==> src/rtl/forwarding_unit_if.sv <==
// Decode/execute-side signal bundle for the forwarding unit. The pipeline
// control drives the master side; the forwarding unit sits on the slave side.
interface forwarding_unit_if;
  logic        id_valid;
  logic [4:0]  id_rs1;
  logic [4:0]  id_rs2;
  logic        id_rs1_used;
  logic        id_rs2_used;
  logic        ex_valid;
  logic [4:0]  ex_rd;
  logic        ex_reg_write;
  logic        ex_mem_read;
  logic [31:0] ex_alu_res;
  logic [31:0] mem_load_data;
  logic        stall_ext;
  logic        flush;
  logic        stall;
  logic        fw_data_1_valid;
  logic        fw_data_2_valid;
  logic [31:0] fw_data_1;
  logic [31:0] fw_data_2;

  modport master (
    output id_valid, id_rs1, id_rs2, id_rs1_used, id_rs2_used,
           ex_valid, ex_rd, ex_reg_write, ex_mem_read, ex_alu_res,
           mem_load_data, stall_ext, flush,
    input  stall, fw_data_1_valid, fw_data_2_valid, fw_data_1, fw_data_2
  );

  modport slave (
    input  id_valid, id_rs1, id_rs2, id_rs1_used, id_rs2_used,
           ex_valid, ex_rd, ex_reg_write, ex_mem_read, ex_alu_res,
           mem_load_data, stall_ext, flush,
    output stall, fw_data_1_valid, fw_data_2_valid, fw_data_1, fw_data_2
  );
endinterface

==> src/rtl/forwarding_unit.sv <==
// Operand forwarding and load-use hazard detection for the 5-stage pipeline.
// Tracks EX/MEM/WB producers and registers operand overrides for the EX stage.
module forwarding_unit (
  input  logic              clk,
  input  logic              rst,
  forwarding_unit_if.slave  bus
);

  typedef struct packed {
    logic        valid;
    logic [4:0]  rd;
    logic        reg_write;
    logic        is_load;
    logic [31:0] data;
  } slot_t;

  typedef struct packed {
    logic        valid;
    logic [31:0] data;
  } fwd_t;

  slot_t       mem_q;
  slot_t       wb_q;
  fwd_t        fw1_q;
  fwd_t        fw2_q;
  fwd_t        sel1;
  fwd_t        sel2;
  logic [31:0] mem_value;
  logic        hazard;
  logic        stall;

  // A load in MEM only has its real result on mem_load_data.
  assign mem_value = mem_q.is_load ? bus.mem_load_data : mem_q.data;

  function automatic logic produces(input logic valid, input logic reg_write,
                                    input logic [4:0] rd, input logic [4:0] rs,
                                    input logic used, input logic id_valid);
    return valid & reg_write & (rd != 5'd0) & (rd == rs) & used & id_valid;
  endfunction

  // Newest producer first: EX (non-load), then MEM, then WB.
  function automatic fwd_t select_src(input logic [4:0] rs, input logic used);
    fwd_t r;
    r = '0;
    if (produces(bus.ex_valid, bus.ex_reg_write, bus.ex_rd, rs, used, bus.id_valid)
        && !bus.ex_mem_read) begin
      r = '{valid: 1'b1, data: bus.ex_alu_res};
    end else if (produces(mem_q.valid, mem_q.reg_write, mem_q.rd, rs, used, bus.id_valid)) begin
      r = '{valid: 1'b1, data: mem_value};
    end else if (produces(wb_q.valid, wb_q.reg_write, wb_q.rd, rs, used, bus.id_valid)) begin
      r = '{valid: 1'b1, data: wb_q.data};
    end
    return r;
  endfunction

  // NOTE: every always_comb output gets a default first so no path leaves it
  // unassigned; that is what keeps synthesis from inferring a latch.
  always_comb begin
    sel1   = '0;
    sel2   = '0;
    hazard = 1'b0;
    sel1   = select_src(bus.id_rs1, bus.id_rs1_used);
    sel2   = select_src(bus.id_rs2, bus.id_rs2_used);
    hazard = bus.id_valid & bus.ex_valid & bus.ex_mem_read & bus.ex_reg_write &
             (bus.ex_rd != 5'd0) &
             ((bus.id_rs1_used & (bus.id_rs1 == bus.ex_rd)) |
              (bus.id_rs2_used & (bus.id_rs2 == bus.ex_rd)));
  end

  // Gating with rst makes stall drop the instant reset asserts, not at the next edge.
  assign stall = hazard & ~bus.flush & rst;

  // NOTE: the slots are a handful of flops, not a RAM, so they are reset along
  // with the outputs and never present stale data after reset.
  always_ff @(posedge clk or negedge rst) begin
    if (!rst) begin
      mem_q <= '0;
      wb_q  <= '0;
      fw1_q <= '0;
      fw2_q <= '0;
    end else if (!bus.stall_ext) begin
      mem_q <= '{valid:     bus.ex_valid,
                 rd:        bus.ex_rd,
                 reg_write: bus.ex_reg_write,
                 is_load:   bus.ex_mem_read,
                 data:      bus.ex_alu_res};
      wb_q  <= '{valid:     mem_q.valid,
                 rd:        mem_q.rd,
                 reg_write: mem_q.reg_write,
                 is_load:   1'b0,
                 data:      mem_value};
      if (stall || bus.flush) begin
        fw1_q <= '0;
        fw2_q <= '0;
      end else begin
        fw1_q <= sel1;
        fw2_q <= sel2;
      end
    end
  end

  assign bus.stall           = stall;
  assign bus.fw_data_1_valid = fw1_q.valid;
  assign bus.fw_data_1       = fw1_q.data;
  assign bus.fw_data_2_valid = fw2_q.valid;
  assign bus.fw_data_2       = fw2_q.data;

endmodule

==> src/flat_wrapper.sv <==
// flat-port wrapper written by rule: the top's interface ports become plain ports
module forwarding_unit_flat 
  (clk, rst, bus_id_valid, bus_id_rs1, bus_id_rs2, bus_id_rs1_used, bus_id_rs2_used, bus_ex_valid, bus_ex_rd, bus_ex_reg_write, bus_ex_mem_read, bus_ex_alu_res, bus_mem_load_data, bus_stall_ext, bus_flush, bus_stall, bus_fw_data_1_valid, bus_fw_data_2_valid, bus_fw_data_1, bus_fw_data_2);
  forwarding_unit_if bus_i ();
  input  logic clk;
  input  logic rst;
  input wire logic [$bits(bus_i.id_valid)-1:0] bus_id_valid;
  input wire logic [$bits(bus_i.id_rs1)-1:0] bus_id_rs1;
  input wire logic [$bits(bus_i.id_rs2)-1:0] bus_id_rs2;
  input wire logic [$bits(bus_i.id_rs1_used)-1:0] bus_id_rs1_used;
  input wire logic [$bits(bus_i.id_rs2_used)-1:0] bus_id_rs2_used;
  input wire logic [$bits(bus_i.ex_valid)-1:0] bus_ex_valid;
  input wire logic [$bits(bus_i.ex_rd)-1:0] bus_ex_rd;
  input wire logic [$bits(bus_i.ex_reg_write)-1:0] bus_ex_reg_write;
  input wire logic [$bits(bus_i.ex_mem_read)-1:0] bus_ex_mem_read;
  input wire logic [$bits(bus_i.ex_alu_res)-1:0] bus_ex_alu_res;
  input wire logic [$bits(bus_i.mem_load_data)-1:0] bus_mem_load_data;
  input wire logic [$bits(bus_i.stall_ext)-1:0] bus_stall_ext;
  input wire logic [$bits(bus_i.flush)-1:0] bus_flush;
  output wire logic [$bits(bus_i.stall)-1:0] bus_stall;
  output wire logic [$bits(bus_i.fw_data_1_valid)-1:0] bus_fw_data_1_valid;
  output wire logic [$bits(bus_i.fw_data_2_valid)-1:0] bus_fw_data_2_valid;
  output wire logic [$bits(bus_i.fw_data_1)-1:0] bus_fw_data_1;
  output wire logic [$bits(bus_i.fw_data_2)-1:0] bus_fw_data_2;
  assign bus_i.id_valid = bus_id_valid;
  assign bus_i.id_rs1 = bus_id_rs1;
  assign bus_i.id_rs2 = bus_id_rs2;
  assign bus_i.id_rs1_used = bus_id_rs1_used;
  assign bus_i.id_rs2_used = bus_id_rs2_used;
  assign bus_i.ex_valid = bus_ex_valid;
  assign bus_i.ex_rd = bus_ex_rd;
  assign bus_i.ex_reg_write = bus_ex_reg_write;
  assign bus_i.ex_mem_read = bus_ex_mem_read;
  assign bus_i.ex_alu_res = bus_ex_alu_res;
  assign bus_i.mem_load_data = bus_mem_load_data;
  assign bus_i.stall_ext = bus_stall_ext;
  assign bus_i.flush = bus_flush;
  assign bus_stall = bus_i.stall;
  assign bus_fw_data_1_valid = bus_i.fw_data_1_valid;
  assign bus_fw_data_2_valid = bus_i.fw_data_2_valid;
  assign bus_fw_data_1 = bus_i.fw_data_1;
  assign bus_fw_data_2 = bus_i.fw_data_2;
  forwarding_unit u_core (.clk(clk), .rst(rst), .bus(bus_i));
endmodule
==> config.mk <==
export PLATFORM = sky130hd
export DESIGN_NAME = forwarding_unit_flat
export DESIGN_NICKNAME = d
export VERILOG_FILES = /design/src/rtl/forwarding_unit_if.sv /design/src/rtl/forwarding_unit.sv /design/src/flat_wrapper.sv
export SDC_FILE = /design/constraint.sdc
export NUM_CORES = 1
export LEC_CHECK = 0
export ABC_AREA = 1
export BUFFER_PORTS_ARGS = -buffer_cell sky130_fd_sc_hd__buf_2
export CAP_MARGIN = 20
export CORE_MARGIN = 10
export CORE_UTILIZATION = 45
export DETAILED_ROUTE_END_ITERATION = 8
export HOLD_SLACK_MARGIN = 0.02
export PLACE_DENSITY = 0.78
export SYNTH_ARGS = -nofsm -noshare
export SYNTH_HDL_FRONTEND = slang
export SYNTH_SLANG_ARGS = --single-unit
==> constraint.sdc <==
create_clock -name clk -period 1.45 [get_ports clk]
set_clock_uncertainty 0.1 [all_clocks]
set_input_delay 0.0725 -clock clk [delete_from_list [all_inputs] [get_ports clk]]
set_output_delay 0.0725 -clock clk [all_outputs]
set_load 0.01 [all_outputs]
==> run_summary.xml, run 1 <==
<?xml version="1.0" encoding="UTF-8"?>
<metrics>
  <group name="setup_path">
    <metric name="reg2reg_from" unit="">u_core.mem_q[37]$_DFFE_PN0N_</metric>
    <metric name="worstSetupStartpoint" unit="">u_core.mem_q[37]$_DFFE_PN0N_</metric>
    <metric name="path_class" unit="">reg2reg</metric>
    <metric name="end_kind" unit="">flip-flop</metric>
    <metric name="worst-path-max-fanout" unit="">8</metric>
    <metric name="reg2reg_to" unit="">u_core.bus.fw_data_1[4]$_DFFE_PN0N_</metric>
    <metric name="critPathCapture" unit="">u_core.bus.fw_data_1[4]$_DFFE_PN0N_</metric>
    <metric name="start_kind" unit="">flip-flop</metric>
    <metric name="crit_required" unit="ns">1.66</metric>
    <metric name="rrSetupSlack" unit="ns">-0.37</metric>
    <metric name="rr_worst_depth" unit="">11</metric>
    <metric name="cp.arrival" unit="ns">2.03</metric>
  </group>
  <group name="status">
    <metric name="violations" unit="">setup timing</metric>
    <metric name="status" unit="">finished with violations</metric>
  </group>
  <group name="detailed_routing">
    <metric name="detail_route.wirelength" unit="um">27400</metric>
    <metric name="number_of_search_and_repair_iterations_in_the_first_detailed_routing_pass" unit="">9</metric>
    <metric name="wl_per_cell" unit="um">16.2</metric>
    <metric name="detail-route-antenna-nets" unit="">0</metric>
    <metric name="route.detailed.vias_per_inst" unit="">5.19</metric>
    <metric name="via_count_of_the_routed_design" unit="">8773</metric>
    <metric name="drc" unit="">0</metric>
    <metric name="initialDrtViolationCount" unit="">801</metric>
  </group>
  <group name="min_path">
    <metric name="worstHoldPathType" unit="">in2reg</metric>
    <metric name="min_delay_path_depth" unit="">4</metric>
  </group>
  <group name="clock_tree">
    <metric name="tritoncts" unit="">built</metric>
    <metric name="cts.path.max_buffers" unit="">2</metric>
    <metric name="cts-htree-levels" unit="">4</metric>
    <metric name="cts_sinks" unit="">145</metric>
    <metric name="cts_inserted_buffers" unit="">17</metric>
    <metric name="clk_latency" unit="ns">0.42</metric>
    <metric name="clock_tree.root_cell" unit="">sky130_fd_sc_hd__clkbuf_16</metric>
    <metric name="worst_setup_hold_path_clk_slew" unit="ns">0.06</metric>
  </group>
  <group name="place">
    <metric name="place_worst_setup_slack" unit="ns">-0.364</metric>
    <metric name="place_hpwl" unit="um">17600</metric>
    <metric name="placedCellCount" unit="">1566</metric>
    <metric name="port_buffers" unit="">155</metric>
    <metric name="globalplace.congestion" unit="">0.929</metric>
    <metric name="placed_cell_area" unit="mm^2">0.00982</metric>
  </group>
  <group name="yosys">
    <metric name="cell_count_after_synthesis" unit="">1172</metric>
    <metric name="synthesis.area" unit="mm^2">0.00815</metric>
    <metric name="post_synth_num_cell_types" unit="">27</metric>
    <metric name="synth_simple_gate_area_share" unit="%">31.2</metric>
    <metric name="synth.mux.area_fraction" unit="%">2.73</metric>
    <metric name="synth_top_family_by_area" unit="">simple AND/OR/NAND/NOR gates</metric>
    <metric name="synth_xor_area_share" unit="%">0.967</metric>
    <metric name="postSynthAreaPerCell" unit="um^2">6.96</metric>
    <metric name="ys_ff_latch" unit="">145</metric>
    <metric name="yosys_warnings" unit="">0</metric>
    <metric name="synth-seq-area-share" unit="%">44.5</metric>
    <metric name="synth_compound_area_share" unit="%">10.9</metric>
    <metric name="syn_nets" unit="">1261</metric>
    <metric name="post_synth_fa_ha_maj_area_fraction" unit="%">0</metric>
  </group>
  <group name="floorplanning">
    <metric name="fp.dieArea" unit="mm^2">0.0239</metric>
    <metric name="fp.dieH" unit="um">155</metric>
    <metric name="io_pins" unit="">156</metric>
    <metric name="die_w" unit="um">155</metric>
    <metric name="floorplan.core_area" unit="mm^2">0.0179</metric>
    <metric name="rows" unit="">49</metric>
    <metric name="floorplan.initialDensity" unit="%">45.5</metric>
  </group>
  <group name="job">
    <metric name="cap_violations" unit="">0</metric>
  </group>
  <group name="sta">
    <metric name="hold_viol" unit="">0</metric>
    <metric name="report.final.setup_viol" unit="">66</metric>
    <metric name="final_period_demand_of_the_worst_path" unit="ns">1.82</metric>
    <metric name="grt_setup_unrepaired" unit="">yes</metric>
    <metric name="final.period_utilization" unit="%">126</metric>
    <metric name="clock.fmax" unit="MHz">549</metric>
    <metric name="max_slew_margin" unit="%">44.4</metric>
    <metric name="worst_pin_slew" unit="ns">0.834</metric>
    <metric name="final-max-slew-violation-count" unit="">0</metric>
    <metric name="finalWorstSetupSlack" unit="ns">-0.370</metric>
  </group>
  <group name="grt">
    <metric name="grt_pass1_vias" unit="">8707</metric>
    <metric name="globalRouteTotalUtil" unit="%">22.2</metric>
    <metric name="number_of_antenna_violations_at_the_first_check_in_global_routing" unit="">0</metric>
    <metric name="grt-ovfl-total" unit="">0</metric>
    <metric name="grt_first_pass_wirelength" unit="um">43800</metric>
    <metric name="grt_max_degree" unit="">146</metric>
  </group>
  <group name="cells_and_area">
    <metric name="final_cells" unit="">1691</metric>
    <metric name="antenna_cells_inserted" unit="">0</metric>
    <metric name="finish.instance_area" unit="mm^2">0.0117</metric>
    <metric name="final_nets" unit="">1540</metric>
    <metric name="fillers" unit="">1441</metric>
    <metric name="post_route_cells_drive_above_1_share" unit="%">26.4</metric>
    <metric name="layout.core_utilization" unit="%">65.6</metric>
    <metric name="flow.area_growth_from_synthesis" unit="%">44.0</metric>
  </group>
  <group name="pwr">
    <metric name="leakage" unit="nW">6.55</metric>
    <metric name="power.density_cell_area" unit="mW/mm^2">884</metric>
    <metric name="ir_drop" unit="uV">767</metric>
  </group>
</metrics>
cell type report:
class | count | area [um^2] | share of cell area (%)
clock buffer | 22 | 464 | 3.95
clock inverter | 8 | 82.6 | 0.703
inverter | 125 | 474 | 4.04
multi-input combinational | 838 | 4170 | 35.5
sequential | 145 | 3630 | 31.0
tap | 229 | 287 | 2.44
timing repair buffer | 324 | 2630 | 22.4
flip-flops by register name (all words and copies together), names as in the netlist:
name	cells
u_core.bus.fw_data_2	32
u_core.mem_q	40
u_core.wb_q	39
u_core.bus.fw_data_1_valid	1
u_core.bus.fw_data_2_valid	1
u_core.bus.fw_data_1	32
power by group:
part / internal [mW] / switching (mW)
Clock: 2.44 / 1.72
Combinational: 0.766 / 0.943
Sequential: 4.30 / 0.220
how the worst min path moves through the flow:
| stage | startpoint | to | slack [ns] |
|---|---|---|---|
| floorplan | rst | u_core.bus.fw_data_1[0]$_DFFE_PN0N_ | -0.32 |
| global placement | rst | u_core.bus.fw_data_1[1]$_DFFE_PN0N_ | 0.19 |
| detailed placement | rst | u_core.bus.fw_data_1[1]$_DFFE_PN0N_ | 0.18 |
| CTS | bus_mem_load_data[2] | u_core.wb_q[2]$_DFFE_PN0N_ | 0.04 |
| global route | bus_mem_load_data[2] | u_core.wb_q[2]$_DFFE_PN0N_ | 0.10 |
| finish | bus_mem_load_data[2] | u_core.wb_q[2]$_DFFE_PN0N_ | 0.06 |
per-layer routing:
metal  global-route usage, %  share of wire [%]  up-vias
met5                       0                  0        -
met4                    8.86                2.9        0
met3                    5.91                8.8       65
met2                    36.2                 48      390
met1                    27.3                 40     4064
li1                        -                  -     4254
metrics by stage:
step | hold slack (ns) | TNS [ns] | power [mW]
4_1_cts | 0.0418 | -17.77 | 10.3
6_report | 0.0554 | -20.06 | 10.4
2_1_floorplan | -0.323 | -3.70 | 5.26
3_5_place_dp | 0.183 | -20.51 | 5.92
3_3_place_gp | 0.189 | -18.10 | 5.89
5_1_grt | 0.105 | -29.11 | 10.8
repair_timing:
item,4_1_cts,5_1_grt
resized for setup,47,45
cloned,3,3
hold buffers,73,0
buffers inserted,8,8
hold endpoints to repair,280,0
endpoints found under the setup margin,66,72
pin swaps,13,15
synthesized netlist by cell type:
cell type,n,area (um^2)
sky130_fd_sc_hd__nand3_2,1,10.0
sky130_fd_sc_hd__xnor2_1,3,26.3
sky130_fd_sc_hd__nor3_1,2,10.0
sky130_fd_sc_hd__o21ai_1,18,90.1
sky130_fd_sc_hd__dfrtp_1,145,3630
sky130_fd_sc_hd__clkinv_1,1,3.75
sky130_fd_sc_hd__nand4_2,1,12.5
sky130_fd_sc_hd__nand2_1,435,1630
sky130_fd_sc_hd__buf_1,1,3.75
sky130_fd_sc_hd__mux2_2,2,22.5
sky130_fd_sc_hd__o21bai_1,2,15.0
sky130_fd_sc_hd__buf_6,2,22.5
sky130_fd_sc_hd__o21ai_0,87,435
sky130_fd_sc_hd__buf_4,7,52.6
sky130_fd_sc_hd__nand3_1,107,536
sky130_fd_sc_hd__inv_1,118,443
sky130_fd_sc_hd__inv_2,6,22.5
sky130_fd_sc_hd__nand2_2,3,18.8
sky130_fd_sc_hd__mux2i_1,20,200
sky130_fd_sc_hd__xor2_1,6,52.6
sky130_fd_sc_hd__nor2_4,1,11.3
sky130_fd_sc_hd__nor2_1,74,278
sky130_fd_sc_hd__buf_2,28,140
sky130_fd_sc_hd__a21oi_1,69,345
sky130_fd_sc_hd__nand4_1,5,31.3
sky130_fd_sc_hd__nor2_2,1,6.26
sky130_fd_sc_hd__clkbuf_1,27,101
cells in the final DEF, fill, tap and decap left out, types with 15 or more instances in the layout:
cell type                         n
sky130_fd_sc_hd__nand3_1         74
sky130_fd_sc_hd__buf_2          153
sky130_fd_sc_hd__buf_4           63
sky130_fd_sc_hd__nand3_2         32
sky130_fd_sc_hd__clkbuf_16       19
sky130_fd_sc_hd__nand2_2         15
sky130_fd_sc_hd__a21oi_1         66
sky130_fd_sc_hd__dlygate4sd3_1   73
sky130_fd_sc_hd__nand2_1        421
sky130_fd_sc_hd__o21ai_0         86
sky130_fd_sc_hd__nor2_1          66
sky130_fd_sc_hd__inv_1          115
sky130_fd_sc_hd__dfrtp_1        140
sky130_fd_sc_hd__buf_12          22
worst max-delay path, cell delays in order (launching register included):
cell and delay [ns]:
sky130_fd_sc_hd__dfrtp_2 0.44, sky130_fd_sc_hd__nor2_1 0.08, sky130_fd_sc_hd__nand3_1 0.11, sky130_fd_sc_hd__nand2_2 0.13, sky130_fd_sc_hd__nor2_4 0.19, sky130_fd_sc_hd__nand2_8 0.15
sky130_fd_sc_hd__buf_4 0.17, sky130_fd_sc_hd__buf_6 0.11, sky130_fd_sc_hd__nand3_1 0.07, sky130_fd_sc_hd__nand3_1 0.07, sky130_fd_sc_hd__nand2_1 0.06, sky130_fd_sc_hd__nand2_1 0.04
cell families (layout without fill, tap and decap cells):
logic type      Yosys count  in the layout
simple gates            630            631
buf+inv                 190            479
mux                      22             22
xor+xnor                  9              9
flops                   145            145
compound gates          176            176
(Power assumes the default switching activity.)
==> inputs of run 2 (changes only) <==
--- a/config.mk
+++ b/config.mk
@@ -6,13 +6,13 @@
 export NUM_CORES = 1
 export LEC_CHECK = 0
 export ABC_AREA = 1
-export BUFFER_PORTS_ARGS = -buffer_cell sky130_fd_sc_hd__buf_2
 export CAP_MARGIN = 20
 export CORE_MARGIN = 10
 export CORE_UTILIZATION = 45
 export DETAILED_ROUTE_END_ITERATION = 8
+export DONT_BUFFER_PORTS = 1
 export HOLD_SLACK_MARGIN = 0.02
-export PLACE_DENSITY = 0.78
+export PLACE_DENSITY = 0.7
 export SYNTH_ARGS = -nofsm -noshare
 export SYNTH_HDL_FRONTEND = slang
 export SYNTH_SLANG_ARGS = --single-unit
==> run_summary.xml, run 2 (synthesis gave the netlist of run 1 again) <==
<?xml version="1.0" encoding="UTF-8"?>
<metrics>
  <group name="status">
    <metric name="status" unit="">finished with violations</metric>
    <metric name="violations" unit="">hold timing, setup timing</metric>
  </group>
  <group name="sta">
    <metric name="report.final.setup_viol" unit="">66</metric>
    <metric name="finalWorstSetupSlack" unit="ns">-0.360</metric>
    <metric name="grt_setup_unrepaired" unit="">yes</metric>
    <metric name="clock.fmax" unit="MHz">553</metric>
    <metric name="hold_viol" unit="">186</metric>
    <metric name="tns" unit="ns">-19.66</metric>
    <metric name="final-max-slew-violation-count" unit="">0</metric>
    <metric name="max_slew_margin" unit="%">72.3</metric>
    <metric name="final_period_demand_of_the_worst_path" unit="ns">1.81</metric>
    <metric name="hold_slack" unit="ns">-0.750</metric>
    <metric name="final.period_utilization" unit="%">125</metric>
    <metric name="worst_pin_slew" unit="ns">0.412</metric>
  </group>
  <group name="setup_path">
    <metric name="rr_worst_depth" unit="">10</metric>
    <metric name="slowest_cell_delay_on_critical_path" unit="ns">0.42</metric>
    <metric name="timing.critical_path.mode_cell" unit="">sky130_fd_sc_hd__nand2_1</metric>
    <metric name="worst-path-max-fanout" unit="">15</metric>
    <metric name="path_class" unit="">reg2reg</metric>
    <metric name="end_kind" unit="">flip-flop</metric>
    <metric name="crit_required" unit="ns">1.67</metric>
    <metric name="cp.arrival" unit="ns">2.03</metric>
    <metric name="rrSetupSlack" unit="ns">-0.36</metric>
    <metric name="worstPathCellList" unit="">buf_4, nand2_2, nand2_2, nor2_4, nand4_4, clkbuf_16, nand3_1, nand2_1, nand2_1, nand2_1</metric>
    <metric name="start_kind" unit="">flip-flop</metric>
    <metric name="cpMaxStageDelayCell" unit="">sky130_fd_sc_hd__dfrtp_1</metric>
  </group>
  <group name="grt">
    <metric name="globalRouteTotalUtil" unit="%">22.7</metric>
    <metric name="grt-ovfl-total" unit="">0</metric>
    <metric name="number_of_antenna_violations_at_the_first_check_in_global_routing" unit="">1</metric>
    <metric name="grt_first_pass_wirelength" unit="um">44700</metric>
    <metric name="grt_max_degree" unit="">222</metric>
    <metric name="grt_pass1_vias" unit="">8566</metric>
  </group>
  <group name="cells_and_area">
    <metric name="regMostFlops" unit="">u_core.mem_q</metric>
    <metric name="final_nets" unit="">1464</metric>
    <metric name="mostFrequentLayoutCell" unit="">sky130_fd_sc_hd__nand2_1</metric>
    <metric name="largest_reg_flops" unit="">40</metric>
    <metric name="layout_top_registers" unit="">u_core.mem_q: 40 flops, u_core.wb_q: 39 flops</metric>
    <metric name="finish.instance_area" unit="mm^2">0.0118</metric>
    <metric name="post_route_cells_drive_above_1_share" unit="%">15.6</metric>
    <metric name="most-common-layout-cells" unit="">sky130_fd_sc_hd__nand2_1 (423), sky130_fd_sc_hd__dlygate4sd3_1 (168), sky130_fd_sc_hd__dfrtp_1 (138)</metric>
    <metric name="flow.area_growth_from_synthesis" unit="%">44.4</metric>
    <metric name="final_cells" unit="">1618</metric>
    <metric name="fillers" unit="">1512</metric>
  </group>
  <group name="floorplanning">
    <metric name="fp.dieArea" unit="mm^2">0.0239</metric>
    <metric name="die_w" unit="um">155</metric>
    <metric name="fp.dieH" unit="um">155</metric>
    <metric name="floorplan.initialDensity" unit="%">45.5</metric>
    <metric name="rows" unit="">49</metric>
    <metric name="io_pins" unit="">156</metric>
    <metric name="floorplan.core_area" unit="mm^2">0.0179</metric>
  </group>
  <group name="pwr">
    <metric name="power.density_cell_area" unit="mW/mm^2">904</metric>
    <metric name="leakage" unit="nW">6.00</metric>
    <metric name="ir_drop" unit="uV">814</metric>
    <metric name="post-layout-total-power" unit="mW">10.6</metric>
  </group>
  <group name="place">
    <metric name="place_hpwl" unit="um">16700</metric>
    <metric name="placedCellCount" unit="">1397</metric>
    <metric name="port_buffers" unit="">0</metric>
    <metric name="placed_cell_area" unit="mm^2">0.00890</metric>
    <metric name="globalplace.congestion" unit="">0.927</metric>
  </group>
  <group name="clock_tree">
    <metric name="tritoncts" unit="">built</metric>
    <metric name="cts_sinks" unit="">145</metric>
    <metric name="ctsHoldBuffers" unit="">173</metric>
    <metric name="cts_inserted_buffers" unit="">17</metric>
    <metric name="cts.path.max_buffers" unit="">2</metric>
    <metric name="worst_setup_hold_path_clk_slew" unit="ns">0.07</metric>
    <metric name="cts-htree-levels" unit="">4</metric>
    <metric name="clock_tree.root_cell" unit="">sky130_fd_sc_hd__clkbuf_16</metric>
    <metric name="clk_latency" unit="ns">0.43</metric>
  </group>
  <group name="detailed_routing">
    <metric name="detail-route-antenna-nets" unit="">0</metric>
    <metric name="number_of_search_and_repair_iterations_in_the_first_detailed_routing_pass" unit="">7</metric>
    <metric name="via_count_of_the_routed_design" unit="">8510</metric>
    <metric name="route.detailed.vias_per_inst" unit="">5.26</metric>
    <metric name="initialDrtViolationCount" unit="">661</metric>
    <metric name="wl_per_cell" unit="um">17.4</metric>
    <metric name="drc" unit="">0</metric>
    <metric name="detail_route.wirelength" unit="um">28200</metric>
  </group>
  <group name="job">
    <metric name="cap_violations" unit="">0</metric>
  </group>
  <group name="min_path">
    <metric name="worstHoldPathType" unit="">in2async</metric>
  </group>
</metrics>
run 2: cell count changes in the layout (fill, tap and decap cells not counted), moves of 6 or more:
cell                            change
sky130_fd_sc_hd__dlygate4sd3_1     +95
sky130_fd_sc_hd__buf_4             -15
sky130_fd_sc_hd__buf_2            -153
sky130_fd_sc_hd__o21ai_1            +8
sky130_fd_sc_hd__o21ai_2            -6
run 2: worst max-delay path, delay by kind of cell (launching register included):
family                 cells  cell delay [ns]
buffers and inverters      2             0.42
flip-flops                 1             0.42
AND/OR/NAND/NOR            8             0.78
run 2: per-layer routing:
layer,up-vias,GRT usage (%),wire length (um)
li1,4094,-,-
met1,4079,28.4,11800
met2,301,36.8,13600
met3,36,6.63,2380
met4,0,7.02,441
met5,-,0,0
run 2: layout make-up:
cell class / count / area [um^2] / share of cell area, %
clock buffer: 20 / 457 / 3.88
tap: 229 / 287 / 2.43
timing repair buffer: 249 / 2620 / 22.2
antenna: 1 / 2.50 / 0.0213
inverter: 125 / 474 / 4.03
multi-input combinational: 837 / 4140 / 35.2
sequential: 145 / 3640 / 30.9
clock inverter: 12 / 158 / 1.34
run 2: repair_timing:
item / in CTS / in global routing
pin swaps: 5 / 25
buffers inserted: 6 / 12
endpoints found under the hold margin: 290 / 187
resized for setup: 43 / 54
cloned: 1 / 2
setup endpoints to repair: 66 / 76
run 2: where the power goes:
group / switching (mW) / internal [mW]
Combinational: 0.735 / 0.757
Clock: 1.83 / 2.81
Sequential: 0.220 / 4.30
Total: 2.78 / 7.86
run 2: worst paths after layout:
kind	startpoint	to
worst max-delay path	u_core.mem_q[34]$_DFFE_PN0N_	u_core.bus.fw_data_2[30]$_DFFE_PN0N_
worst max register to register	u_core.mem_q[34]$_DFFE_PN0N_	u_core.bus.fw_data_2[30]$_DFFE_PN0N_
worst min-delay path	rst	u_core.bus.fw_data_2[27]$_DFFE_PN0N_
max in group asynchronous	rst	u_core.wb_q[35]$_DFFE_PN0N_
worst min register to register	u_core.wb_q[15]$_DFFE_PN0N_	u_core.wb_q[15]$_DFFE_PN0N_
min in group clk	bus_stall_ext	u_core.wb_q[16]$_DFFE_PN0N_
run 2: stage by stage:
stage | worst slack [ns] | utilization [%]
floorplan | -0.0853 | -
global placement | -0.358 | 49.7
detailed placement | -0.380 | 49.7
CTS | -0.298 | 64.1
global route | -0.446 | 65.8
finish | -0.360 | 65.8
==> inputs of run 3 (changes only) <==
--- a/config.mk
+++ b/config.mk
@@ -12,7 +12,7 @@
 export DETAILED_ROUTE_END_ITERATION = 8
 export DONT_BUFFER_PORTS = 1
 export HOLD_SLACK_MARGIN = 0.02
-export PLACE_DENSITY = 0.7
+export PLACE_DENSITY = 0.68
 export SYNTH_ARGS = -nofsm -noshare
 export SYNTH_HDL_FRONTEND = slang
 export SYNTH_SLANG_ARGS = --single-unit
==> constraint.sdc (replaced) <==
create_clock -name clk -period 2 [get_ports clk]
set_clock_uncertainty 0.1 [all_clocks]
set_input_delay 0.1 -clock clk [delete_from_list [all_inputs] [get_ports clk]]
set_output_delay 0.1 -clock clk [all_outputs]
set_load 0.01 [all_outputs]
==> run_summary.xml, run 3 (synthesis gave the netlist of run 1 again) <==
<?xml version="1.0" encoding="UTF-8"?>
<metrics>
  <group name="status">
    <metric name="status" unit="">finished with violations</metric>
    <metric name="violations" unit="">hold timing</metric>
  </group>
  <group name="setup_path">
    <metric name="rrSetupSlack" unit="ns">0.11</metric>
    <metric name="cp.arrival" unit="ns">2.09</metric>
    <metric name="path_class" unit="">reg2reg</metric>
    <metric name="rr_worst_depth" unit="">4</metric>
    <metric name="reg2reg_to" unit="">u_core.wb_q[4]$_DFFE_PN0N_</metric>
    <metric name="start_kind" unit="">flip-flop</metric>
    <metric name="crit_required" unit="ns">2.20</metric>
    <metric name="reg2reg_from" unit="">u_core.mem_q[32]$_DFFE_PN0N_</metric>
    <metric name="worst-path-max-fanout" unit="">19</metric>
    <metric name="end_kind" unit="">flip-flop</metric>
  </group>
  <group name="job">
    <metric name="cap_violations" unit="">0</metric>
  </group>
  <group name="pwr">
    <metric name="net_switching_power" unit="mW">1.91</metric>
    <metric name="p_clk_share" unit="%">44.6</metric>
    <metric name="seq_pwr_share" unit="%">42.6</metric>
    <metric name="ir_drop" unit="uV">593</metric>
    <metric name="leakage" unit="nW">5.59</metric>
    <metric name="p_int" unit="mW">5.74</metric>
    <metric name="pwr-share-comb" unit="%">12.8</metric>
    <metric name="power.share.switching" unit="%">25.0</metric>
    <metric name="power.density_cell_area" unit="mW/mm^2">720</metric>
  </group>
  <group name="floorplanning">
    <metric name="rows" unit="">49</metric>
    <metric name="fp.dieArea" unit="mm^2">0.0239</metric>
    <metric name="io_pins" unit="">156</metric>
    <metric name="fp.dieH" unit="um">155</metric>
    <metric name="floorplan.core_area" unit="mm^2">0.0179</metric>
    <metric name="die_w" unit="um">155</metric>
    <metric name="floorplan.initialDensity" unit="%">45.5</metric>
  </group>
  <group name="sta">
    <metric name="final.period_utilization" unit="%">94.3</metric>
    <metric name="grt_setup_unrepaired" unit="">no</metric>
    <metric name="clock.fmax" unit="MHz">530</metric>
    <metric name="hold_slack" unit="ns">-0.728</metric>
    <metric name="finalWorstSetupSlack" unit="ns">0.114</metric>
    <metric name="hold_viol" unit="">145</metric>
    <metric name="report.final.setup_viol" unit="">0</metric>
    <metric name="tns" unit="ns">0</metric>
    <metric name="worst_pin_slew" unit="ns">0.936</metric>
    <metric name="final-max-slew-violation-count" unit="">0</metric>
    <metric name="max_slew_margin" unit="%">37.4</metric>
    <metric name="final_period_demand_of_the_worst_path" unit="ns">1.89</metric>
  </group>
  <group name="detailed_routing">
    <metric name="detail-route-antenna-nets" unit="">0</metric>
    <metric name="drc" unit="">0</metric>
    <metric name="detail_route.wirelength" unit="um">27100</metric>
    <metric name="initialDrtViolationCount" unit="">654</metric>
    <metric name="wl_per_cell" unit="um">17.6</metric>
    <metric name="number_of_search_and_repair_iterations_in_the_first_detailed_routing_pass" unit="">5</metric>
    <metric name="route.detailed.vias_per_inst" unit="">5.20</metric>
    <metric name="via_count_of_the_routed_design" unit="">8015</metric>
  </group>
  <group name="place">
    <metric name="place_hpwl" unit="um">15900</metric>
    <metric name="port_buffers" unit="">0</metric>
    <metric name="place_worst_setup_slack" unit="ns">0.0970</metric>
    <metric name="placedCellCount" unit="">1357</metric>
    <metric name="globalplace.congestion" unit="">0.907</metric>
  </group>
  <group name="grt">
    <metric name="globalRouteTotalUtil" unit="%">22.7</metric>
    <metric name="grt_max_degree" unit="">147</metric>
    <metric name="grt_first_pass_wirelength" unit="um">43900</metric>
    <metric name="number_of_antenna_violations_at_the_first_check_in_global_routing" unit="">0</metric>
    <metric name="grt_pass1_vias" unit="">8250</metric>
    <metric name="grt-ovfl-total" unit="">0</metric>
  </group>
  <group name="clock_tree">
    <metric name="cts_sinks" unit="">145</metric>
    <metric name="ctsHoldBuffers" unit="">151</metric>
    <metric name="clk_latency" unit="ns">0.43</metric>
    <metric name="cts-htree-levels" unit="">4</metric>
    <metric name="tritoncts" unit="">built</metric>
    <metric name="cts_inserted_buffers" unit="">17</metric>
    <metric name="clock_tree.root_cell" unit="">sky130_fd_sc_hd__clkbuf_16</metric>
    <metric name="cts.path.max_buffers" unit="">2</metric>
    <metric name="worst_setup_hold_path_clk_slew" unit="ns">0.06</metric>
  </group>
  <group name="cells_and_area">
    <metric name="flow.area_growth_from_synthesis" unit="%">30.2</metric>
    <metric name="mostFrequentLayoutCell" unit="">sky130_fd_sc_hd__nand2_1</metric>
    <metric name="largest_reg_flops" unit="">40</metric>
    <metric name="most-common-layout-cells" unit="">sky130_fd_sc_hd__nand2_1 (433), sky130_fd_sc_hd__dlygate4sd3_1 (148), sky130_fd_sc_hd__dfrtp_1 (143)</metric>
    <metric name="antenna_cells_inserted" unit="">0</metric>
    <metric name="final_nets" unit="">1388</metric>
    <metric name="layout_top_registers" unit="">u_core.mem_q: 40 flops, u_core.wb_q: 39 flops</metric>
    <metric name="post_route_cells_drive_above_1_share" unit="%">5.95</metric>
    <metric name="fillers" unit="">1649</metric>
    <metric name="regMostFlops" unit="">u_core.mem_q</metric>
    <metric name="final_cells" unit="">1540</metric>
  </group>
  <group name="min_path">
    <metric name="worstHoldPathType" unit="">in2async</metric>
  </group>
</metrics>
==> run 3: cell type report <==
class | instances | area (um^2) | area share [%]
Multi-Input combinational cell | 837 | 3780 | 35.6
Sequential cell | 145 | 3630 | 34.2
Tap cell | 229 | 287 | 2.70
Clock inverter | 9 | 154 | 1.45
Inverter | 125 | 469 | 4.42
Timing Repair Buffer | 173 | 1830 | 17.2
Clock buffer | 22 | 464 | 4.37
==> run 3: how the worst max path moves through the flow <==
stage                                  from                              endpoint  slack [ns]  depth (start not counted)
2_1_floorplan  u_core.mem_q[32]$_DFFE_PN0N_   u_core.bus.fw_data_1[2]$_DFFE_PN0N_        0.40                          8
3_3_place_gp   u_core.mem_q[34]$_DFFE_PN0N_  u_core.bus.fw_data_1[23]$_DFFE_PN0N_        0.12                         13
3_5_place_dp   u_core.mem_q[34]$_DFFE_PN0N_  u_core.bus.fw_data_1[29]$_DFFE_PN0N_         0.1                         13
4_1_cts        u_core.mem_q[32]$_DFFE_PN0N_           u_core.wb_q[30]$_DFFE_PN0N_        0.05                          4
5_1_grt                        bus_ex_rd[4]   u_core.bus.fw_data_2[8]$_DFFE_PN0N_       0.005                         13
6_report       u_core.mem_q[32]$_DFFE_PN0N_            u_core.wb_q[4]$_DFFE_PN0N_        0.11                          4
==> run 3: worst max-delay path, cell delays in order (launching register included) <==
cell                            delay, ns
sky130_fd_sc_hd__dfrtp_2             0.45
sky130_fd_sc_hd__buf_12              0.17
sky130_fd_sc_hd__o21ai_0             0.34
sky130_fd_sc_hd__o21ai_0             0.13
sky130_fd_sc_hd__dlygate4sd3_1       0.57
==> run 3: power by group through the flow <==
stage | Clock, mW | Combinational (mW) | Sequential, mW
3_3_place_gp | 0 | 0.598 | 3.30
2_1_floorplan | 0 | 0.522 | 3.27
3_5_place_dp | 0 | 0.611 | 3.31
6_report | 3.41 | 0.980 | 3.26
5_1_grt | 3.57 | 1.09 | 3.28
4_1_cts | 3.45 | 0.941 | 3.26
==> run 3: layer usage <==
layer | track usage [%] | vias up | wire length [um]
li1 | - | 3933 | -
met1 | 28.3 | 3748 | 11500
met2 | 37.6 | 302 | 13100
met3 | 6.16 | 32 | 2080
met4 | 6.61 | 0 | 420
met5 | 0 | - | 0
==> run 3: metrics by stage <==
step	instance area (um^2)	utilization, %	total power, mW
finish	10600	59.3	7.64
global route	10600	59.3	7.95
CTS	10600	59.0	7.65
detailed placement	8400	46.9	3.92
global placement	8400	46.9	3.90
floorplan	8150	-	3.79
==> run 3: repair_timing <==
| item | in CTS | in global routing |
|---|---|---|
| hold endpoints to repair | 290 | 145 |
| setup buffers | 0 | 1 |
| setup endpoints to repair | 0 | 69 |
| gates resized for setup | 0 | 12 |
